==> src/rtl/xadc_sample_packetizer_pkg.sv <==
// Shared definitions for the XADC sample packetizer.
package teachee_defs;

  localparam logic [7:0]  XADC_PKT_HEADER = 8'hA5;
  localparam int unsigned XADC_PKT_LEN    = 7;

  typedef logic [2:0] xadc_pkt_idx_t;

  localparam xadc_pkt_idx_t XADC_PKT_LAST_IDX = xadc_pkt_idx_t'(XADC_PKT_LEN - 1);

  typedef enum logic [1:0] {
    WAIT_V = 2'd0,
    WAIT_I = 2'd1,
    EMIT   = 2'd2
  } xadc_packetizer_state_t;

endpackage

==> src/rtl/xadc_sample_packetizer_if.sv <==
// Minimal AXI4-Stream style handshake bundle used by the packetizer.
interface axis_io #(
  parameter int unsigned DATA_W = 16
);
  logic [DATA_W-1:0] tdata;
  logic              tvalid;
  logic              tready;
  logic              tlast;

  modport Source (output tdata, output tvalid, output tlast, input  tready);
  modport Sink   (input  tdata, input  tvalid, input  tlast, output tready);
  modport master (output tdata, output tvalid, output tlast, input  tready);
  modport slave  (input  tdata, input  tvalid, input  tlast, output tready);
endinterface

==> src/rtl/xadc_sample_packetizer.sv <==
// Pairs a voltage sample with the following current sample and emits a
// 7-byte framed packet: header, seq, v_hi, v_lo, i_hi, i_lo, xor checksum.
module xadc_sample_packetizer
  import teachee_defs::*;
#(
  parameter logic [7:0]  HEADER_BYTE  = XADC_PKT_HEADER,
  parameter int unsigned SAMPLE_WIDTH = 16
) (
  input  logic   xadc_dclk,
  input  logic   xadc_reset,
  axis_io.Sink   voltage_channel,
  axis_io.Sink   current_monitor_channel,
  axis_io.Source packet_stream
);

  if (SAMPLE_WIDTH != 16) begin : g_width_check
    $error("xadc_sample_packetizer: SAMPLE_WIDTH must be 16");
  end

  xadc_packetizer_state_t state;
  xadc_pkt_idx_t          byte_idx;
  xadc_pkt_idx_t          next_idx;
  logic [7:0]             seq;
  logic [15:0]            v_reg;
  logic [15:0]            i_reg;
  logic [7:0]             csum;
  logic                   v_ready;
  logic                   i_ready;
  logic [7:0]             out_data;
  logic                   out_valid;
  logic                   out_last;
  logic [7:0]             sel_byte;

  assign voltage_channel.tready         = v_ready;
  assign current_monitor_channel.tready = i_ready;
  assign packet_stream.tdata            = out_data;
  assign packet_stream.tvalid           = out_valid;
  assign packet_stream.tlast            = out_last;

  assign next_idx = byte_idx + xadc_pkt_idx_t'(1);

  // Byte selected for the next output slot; feeds the registered output stage
  always_comb begin
    sel_byte = '0;
    case (next_idx)
      3'd0:    sel_byte = HEADER_BYTE;
      3'd1:    sel_byte = seq;
      3'd2:    sel_byte = v_reg[15:8];
      3'd3:    sel_byte = v_reg[7:0];
      3'd4:    sel_byte = i_reg[15:8];
      3'd5:    sel_byte = i_reg[7:0];
      3'd6:    sel_byte = csum;
      default: sel_byte = '0;
    endcase
  end

  // Pairing FSM, sample capture and registered packet output
  always_ff @(posedge xadc_dclk) begin
    if (!xadc_reset) begin
      state     <= WAIT_V;
      byte_idx  <= '0;
      seq       <= '0;
      v_reg     <= '0;
      i_reg     <= '0;
      csum      <= '0;
      v_ready   <= 1'b0;
      i_ready   <= 1'b0;
      out_data  <= '0;
      out_valid <= 1'b0;
      out_last  <= 1'b0;
    end else begin
      case (state)
        WAIT_V: begin
          v_ready <= 1'b1;
          i_ready <= 1'b0;
          if (v_ready && voltage_channel.tvalid) begin
            v_reg   <= voltage_channel.tdata[15:0];
            v_ready <= 1'b0;
            i_ready <= 1'b1;
            state   <= WAIT_I;
          end
        end
        WAIT_I: begin
          v_ready <= 1'b0;
          i_ready <= 1'b1;
          if (i_ready && current_monitor_channel.tvalid) begin
            i_reg     <= current_monitor_channel.tdata[15:0];
            csum      <= seq ^ v_reg[15:8] ^ v_reg[7:0]
                       ^ current_monitor_channel.tdata[15:8]
                       ^ current_monitor_channel.tdata[7:0];
            i_ready   <= 1'b0;
            byte_idx  <= '0;
            out_data  <= HEADER_BYTE;
            out_valid <= 1'b1;
            out_last  <= 1'b0;
            state     <= EMIT;
          end
        end
        EMIT: begin
          v_ready <= 1'b0;
          i_ready <= 1'b0;
          if (out_valid && packet_stream.tready) begin
            if (byte_idx == XADC_PKT_LAST_IDX) begin
              out_valid <= 1'b0;
              out_last  <= 1'b0;
              out_data  <= '0;
              byte_idx  <= '0;
              seq       <= seq + 8'd1;
              v_ready   <= 1'b1;
              state     <= WAIT_V;
            end else begin
              byte_idx <= next_idx;
              out_data <= sel_byte;
              out_last <= (next_idx == XADC_PKT_LAST_IDX);
            end
          end
        end
        default: begin
          state   <= WAIT_V;
          v_ready <= 1'b0;
          i_ready <= 1'b0;
        end
      endcase
    end
  end

endmodule

==> src/flat_wrapper.sv <==
// flat-port wrapper written by rule: the top's interface ports become plain ports
module xadc_sample_packetizer_flat import teachee_defs::*;
#(
  parameter logic [7:0]  HEADER_BYTE  = XADC_PKT_HEADER,
  parameter int unsigned SAMPLE_WIDTH = 16
)
  (xadc_dclk, xadc_reset, voltage_channel_tdata, voltage_channel_tvalid, voltage_channel_tlast, voltage_channel_tready, current_monitor_channel_tdata, current_monitor_channel_tvalid, current_monitor_channel_tlast, current_monitor_channel_tready, packet_stream_tdata, packet_stream_tvalid, packet_stream_tlast, packet_stream_tready);
  axis_io #(.DATA_W(16)) voltage_channel_i ();
  axis_io #(.DATA_W(16)) current_monitor_channel_i ();
  axis_io #(.DATA_W(8)) packet_stream_i ();
  input  logic xadc_dclk;
  input  logic xadc_reset;
  input wire logic [$bits(voltage_channel_i.tdata)-1:0] voltage_channel_tdata;
  input wire logic [$bits(voltage_channel_i.tvalid)-1:0] voltage_channel_tvalid;
  input wire logic [$bits(voltage_channel_i.tlast)-1:0] voltage_channel_tlast;
  output wire logic [$bits(voltage_channel_i.tready)-1:0] voltage_channel_tready;
  input wire logic [$bits(current_monitor_channel_i.tdata)-1:0] current_monitor_channel_tdata;
  input wire logic [$bits(current_monitor_channel_i.tvalid)-1:0] current_monitor_channel_tvalid;
  input wire logic [$bits(current_monitor_channel_i.tlast)-1:0] current_monitor_channel_tlast;
  output wire logic [$bits(current_monitor_channel_i.tready)-1:0] current_monitor_channel_tready;
  output wire logic [$bits(packet_stream_i.tdata)-1:0] packet_stream_tdata;
  output wire logic [$bits(packet_stream_i.tvalid)-1:0] packet_stream_tvalid;
  output wire logic [$bits(packet_stream_i.tlast)-1:0] packet_stream_tlast;
  input wire logic [$bits(packet_stream_i.tready)-1:0] packet_stream_tready;
  assign voltage_channel_i.tdata = voltage_channel_tdata;
  assign voltage_channel_i.tvalid = voltage_channel_tvalid;
  assign voltage_channel_i.tlast = voltage_channel_tlast;
  assign voltage_channel_tready = voltage_channel_i.tready;
  assign current_monitor_channel_i.tdata = current_monitor_channel_tdata;
  assign current_monitor_channel_i.tvalid = current_monitor_channel_tvalid;
  assign current_monitor_channel_i.tlast = current_monitor_channel_tlast;
  assign current_monitor_channel_tready = current_monitor_channel_i.tready;
  assign packet_stream_tdata = packet_stream_i.tdata;
  assign packet_stream_tvalid = packet_stream_i.tvalid;
  assign packet_stream_tlast = packet_stream_i.tlast;
  assign packet_stream_i.tready = packet_stream_tready;
  xadc_sample_packetizer #(.HEADER_BYTE(HEADER_BYTE), .SAMPLE_WIDTH(SAMPLE_WIDTH)) u_core (.xadc_dclk(xadc_dclk), .xadc_reset(xadc_reset), .voltage_channel(voltage_channel_i), .current_monitor_channel(current_monitor_channel_i), .packet_stream(packet_stream_i));
endmodule
==> config.mk <==
export PLATFORM = sky130hd
export DESIGN_NAME = xadc_sample_packetizer_flat
export DESIGN_NICKNAME = d
export VERILOG_FILES = /design/src/rtl/xadc_sample_packetizer_pkg.sv /design/src/rtl/xadc_sample_packetizer_if.sv /design/src/rtl/xadc_sample_packetizer.sv /design/src/flat_wrapper.sv
export SDC_FILE = /design/constraint.sdc
export NUM_CORES = 1
export LEC_CHECK = 0
export ABC_AREA = 1
export ABC_CLOCK_PERIOD_IN_PS = 1550
export CAP_MARGIN = 30
export CORE_MARGIN = 2
export CORE_UTILIZATION = 28
export CTS_BUF_LIST = sky130_fd_sc_hd__clkbuf_2
export CTS_CLUSTER_SIZE = 30
export DETAILED_ROUTE_END_ITERATION = 8
export HOLD_SLACK_MARGIN = 0.05
export PLACE_DENSITY_LB_ADDON = 0.1
export SETUP_SLACK_MARGIN = 0.3
export SLEW_MARGIN = 20
export SYNTH_ARGS = -nofsm -noshare
export SYNTH_HDL_FRONTEND = slang
export SYNTH_SLANG_ARGS = --single-unit
export TNS_END_PERCENT = 20
==> constraint.sdc <==
create_clock -name xadc_dclk -period 1.55 [get_ports xadc_dclk]
set_input_delay 0.31 -clock xadc_dclk [delete_from_list [all_inputs] [get_ports xadc_dclk]]
set_output_delay 0.31 -clock xadc_dclk [all_outputs]
set_load 0.1 [all_outputs]
# Word-level counts from Yosys, hierarchy flattened
# Cells that the tools add are included.
[totals] word_cells=71 regBits=65 output_inout_bits=12
[classes] mux=29 n_bitwise=4 reduce_logical=12 eq_ne=13 add_sub_neg=2
[ops] cell="$pmux 8 s7" n=1
[ops] cell="$xor 8x8->8" n=4
[ops] cell="$mux 8" n=3
[ops] cell="$pmux 8 s2" n=1
[ops] cell="$eq 3x3->1 const B" n=4
[ops] cell="$mux 1" n=11
[ops] cell="$mux 3" n=3
[ops] cell="$add 8x1->8 const B" n=1
[ops] cell="$mux 2" n=4
[ops] cell="$ne 2x1->1 const B" n=4
[ops] cell="$pmux 1 s2" n=4
[ops] cell="$reduce_and 4->1" n=2
[ops] cell="$eq 3x2->1 const B" n=2
[ops] cell="$pmux 2 s3" n=1
[ops] cell="$pmux 3 s2" n=1
[ops] cell="$reduce_and 3->1" n=2
[ops] cell="$reduce_and 2->1" n=2
[ops] cell="$add 3x1->3 const B" n=1
[ops] cell="$eq 3x1->1 const B" n=1
[ops] cell="$logic_and 1x1->1" n=3
[ops] cell="$logic_not 3->1" n=1
[ops] cell="$eq 2x1->1 const B" n=1
[ops] cell="$eq 2x2->1 const B" n=1
[ops] cell="$logic_not 2->1" n=1
[ops] cell="$reduce_bool 2->1" n=1

# Longest topological paths before layout
[depth] ltp_word=6 mapped_depth=10 mapped_depth_nobuf=9

# Worst setup path after synthesis
# Ideal clock, no wire load.
[synth_path] kind="register -> register" from="register u_core.out_valid (netlist: u_core.packet_stream.tvalid)" to="register u_core.byte_idx[1]" synth_period_minus_slack_ns=2.083 arrival_ns=2.013 slack_ns=-0.533 stages_incl_launch_ff=7 cell_sequence="dfxtp_1 nand2_1 nand2_1 nand3_1 nor2_1 o21ai_0 a21oi_1"
[synth_via] elab_chain_cells=3
[synth_rtl] element="from (decl)" line="xadc_sample_packetizer.sv:30" rtl="logic out_valid;"
[synth_rtl] element="from (signal assigned)" line="xadc_sample_packetizer.sv:69" rtl="out_valid <= 1'b0;"
[synth_rtl] element="from (signal assigned)" line="xadc_sample_packetizer.sv:94" rtl="out_valid <= 1'b1;"
[synth_rtl] element="from (signal assigned)" line="xadc_sample_packetizer.sv:104" rtl="out_valid <= 1'b0;"
[synth_rtl] element="$logic_and 1x1->1" line="xadc_sample_packetizer.sv:102" rtl="if (out_valid && packet_stream.tready) begin"
[synth_rtl] element="$ne 2x1->1 (no line)"
[synth_rtl] element="$reduce_and 3->1 (no line)"
[synth_rtl] element="to (signal assigned)" line="xadc_sample_packetizer.sv:112" rtl="byte_idx <= next_idx;"
[synth_rtl] element="to (decl)" line="xadc_sample_packetizer.sv:21" rtl="xadc_pkt_idx_t byte_idx;"
# Every way passes these cells.
# A chain may end at the register's enable or synchronous reset.

# Worst setup path in the final report
[layout_path] from="register u_core.state[1]" to="register u_core.byte_idx[2]"
[layout_via] elab_chain_cells=3 word_cells_on_any_way=7
[layout_rtl] element="from (decl)" line="xadc_sample_packetizer.sv:20" rtl="xadc_packetizer_state_t state;"
[layout_rtl] element="from (signal assigned)" line="xadc_sample_packetizer.sv:60" rtl="state <= WAIT_V;"
[layout_rtl] element="from (signal assigned)" line="xadc_sample_packetizer.sv:80" rtl="state <= WAIT_I;"
[layout_rtl] element="from (signal assigned)" line="xadc_sample_packetizer.sv:96" rtl="state <= EMIT;"
[layout_rtl] element="$eq 2x2->1 or $eq 2x1->1 (tied branches)" line="xadc_sample_packetizer.sv:72" rtl="case (state)"
[layout_rtl] element="$ne 2x1->1 (no line) or $reduce_bool 2->1 (tied branches)"
[layout_rtl] element="$reduce_and 3->1 (no line)"
# Several ways; a longest one is shown, not always the timed one.

==> metrics.txt <==
status complete, no violations; Hold Path Class input pin to flop; # IOs 51; Vias 3588; core box area 12000 µm²; Seq/Total Area, Yosys 0.381; GRT Total Usage 0.165; Clk network pwr share 0.267; H-Tree Depth 3; Crit. End Element flop; final wirelength 10400 µm; Port Buf Inserts 48; met1 Usage GRT 0.224; CTS tree done; final-report hold violation count 0; logic gate share of total power 0.253; total congestion overflow 0; Critical Path RT 2.02 ns; Antenna diodes 0; synth warn 0; worst-skew pair later-pin latency 0.53 ns; Worst-Margin Slew 0.335 ns; Crit-path slowest cell dfxtp_4; Post-synth EDFFs 0; max-cap violation count 0; busiest grt layer met2; FMAX 692 MHz; largest area contributor in the netlist dfxtp_1; Critical Path Source Type flop; Sw Pwr 0.00123 W; Max clock buf depth 2; worst setup margin 0.104 ns; # hold bufs at CTS 0; sw frac 0.325; commonest cells after routing, fill and taps aside nand2_1, a21oi_1, dfxtp_1; initial core utilization 0.285; worst r2r path cells 7; leakage power 2.12 nW; largest net degree at the start of global routing 35; min-delay src voltage_channel_tdata[14]; dpl hpwl 7270 µm; Seq cells post-synth 65; met3 Use GR 0.0318; CP Class flop to flop; CP Data Arrival Time 1.91 ns; final worst path period share 0.933; top-area cell type share of the netlist area 0.381; cells after synthesis 516; antenna viol nets, final 0; power density cells 742 nW/µm²; DR iter-0 viols 112; asr flop ratio synth 0; leading cell type in the layout, fill and taps excluded nand2_1; CP startpoint u_core.state[1]$_SDFFE_PN0P_; DRC 0; Avg Inst Size Synth 6.61 µm²; Slew headroom 0.776; post-route minimum period 1.45 ns; drt via density 4.73; vias in the first global route 3313; RSZ-0062 raised after global routing yes; CTS buffer count 9; routed len/inst 13.7 µm; initial antenna violation count 0; Synth-to-Final Area Change 49.5%; layout cells sized above 1 0.243; Fin Setup TNS 0 ns; worst-case hold slack 0.308 ns; first-pass GRT wire length 16700 µm; RR Endpoint u_core.byte_idx[2]$_SDFFE_PN0P_; Setup violations, final 0; Max Slew Vio Count 0; die area 13100 µm²; clock sink count 65; CP Capture Point u_core.byte_idx[2]$_SDFFE_PN0P_; syn nets 559; nets 650; r2r startpoint u_core.state[1]$_SDFFE_PN0P_; Crit Path Max Fanout 7; Internal 0.00256 W; Die X 114 µm; worst ir drop on vdd 0.307 mV; M2 GR Usage 0.264; GP Congestion 0.824; Setup WS pre-CTS -0.137 ns; Clock Skews 0.0240 ns; worst path cell trace buf_6 -> ha_4 -> nand2_4 -> nand3_4 -> nor2_4 -> nand3_1 -> a21oi_1; sequential share of power 0.480; floorplan row count 40; Largest stage delay, worst path 0.39 ns; Die H 114 µm; flop-to-flop setup slack 0.10 ns; Fill cells 1241; mapped cell area 3410 µm²; CTS clock-pin slew for the worst setup and hold paths 0.19 ns; most common flop cell mapped by yosys dfxtp_1; drt pass-1 iters 4; number of distinct library cells after synthesis 24; root buf cell clkbuf_2; synth top area cells dfxtp_1, nand2_1, a21oi_1
==> routing by layer <==
layer | vias to the layer above | part of all wire | routed length (µm)
met4 | 0 | 0.012 | 127
met1 | 1657 | 0.50 | 5210
met2 | 64 | 0.45 | 4680
li1 | 1857 | - | -
met3 | 10 | 0.039 | 409
met5 | - | 0 | 0
==> stage by stage <==
stage	util	std cells	instance area [µm²]	power (W)
3_5_place_dp	0.372	716	4450	0.00269
2_1_floorplan	-	516	3510	0.00234
6_report	0.427	759	5100	0.00379
3_3_place_gp	0.372	716	4450	0.00268
5_1_grt	0.427	759	5100	0.00401
4_1_cts	0.396	741	4740	0.00380
==> power by group through the flow <==
stage	clock network [W]	registers [W]	logic, W
finish	0.00101	0.00182	0.000959
floorplan	0	0.00201	0.000330
global route	0.00114	0.00183	0.00103
CTS	0.00106	0.00182	0.000919
global placement	0	0.00186	0.000827
detailed placement	0	0.00186	0.000833
==> Yosys cell counts (2+ instances only) <==
| library cell | number |
|---|---|
| dfxtp_1 | 65 |
| clkbuf_1 | 15 |
| o21ai_0 | 19 |
| nand4_1 | 12 |
| buf_2 | 6 |
| nor3_1 | 4 |
| nand2_1 | 162 |
| xnor2_1 | 6 |
| nand3_1 | 47 |
| a21oi_1 | 55 |
| nor2_1 | 41 |
| nor2_2 | 2 |
| nand3b_1 | 8 |
| ha_1 | 4 |
| clkinv_1 | 2 |
| inv_1 | 41 |
| xor2_1 | 15 |
| o21a_1 | 6 |
==> cell type report <==
type | instances | area (µm²) | share of cell area
Timing Repair Buffer | 102 | 1170 | 0.229
Tap cell | 147 | 184 | 0.0360
Clock inverter | 4 | 43.8 | 0.00858
Sequential cell | 65 | 1350 | 0.264
Multi-Input combinational cell | 385 | 2110 | 0.414
Inverter | 44 | 188 | 0.0368
Clock buffer | 12 | 60.1 | 0.0118
==> cell families (layout without fill, tap and decap cells) <==
kind of cell | count (synthesis) | count (layout) | synth area share
fa+ha+maj | 4 | 4 | 0.0147
xor+xnor | 21 | 21 | 0.0539
buf+inv | 66 | 162 | 0.0748
simple gates | 278 | 278 | 0.349
flops | 65 | 65 | 0.381
compound gates | 82 | 82 | 0.126
==> critical path, delay by kind of cell, from the launching register on <==
family,cells,cell delay (ns)
buf+inv,1,0.12
flops,1,0.39
simple gates,4,0.54
fa+ha+maj,1,0.18
compound gates,1,0.16
==> how the worst min path moves through the flow <==
stage	endpoint	slack (ns)	cells past startpoint
after floorplan	u_core.i_reg[12]$_SDFFE_PN0P_	0.43	2
after global placement	u_core.i_reg[12]$_SDFFE_PN0P_	0.44	2
after detailed placement	u_core.i_reg[12]$_SDFFE_PN0P_	0.45	2
after CTS	u_core.v_reg[14]$_SDFFE_PN0P_	0.25	3
after global routing	u_core.v_reg[14]$_SDFFE_PN0P_	0.25	3
final	u_core.v_reg[14]$_SDFFE_PN0P_	0.31	3
==> timing repair <==
action / CTS / global route
buffers inserted: 8 / 16
endpoints found under the setup margin: 76 / 71
gates cloned: 1 / 2
pin swaps: 5 / 18
hold endpoints to repair: 0 / 0
resized for setup: 30 / 66
No activity file was read; power rests on OpenSTA's default activity.
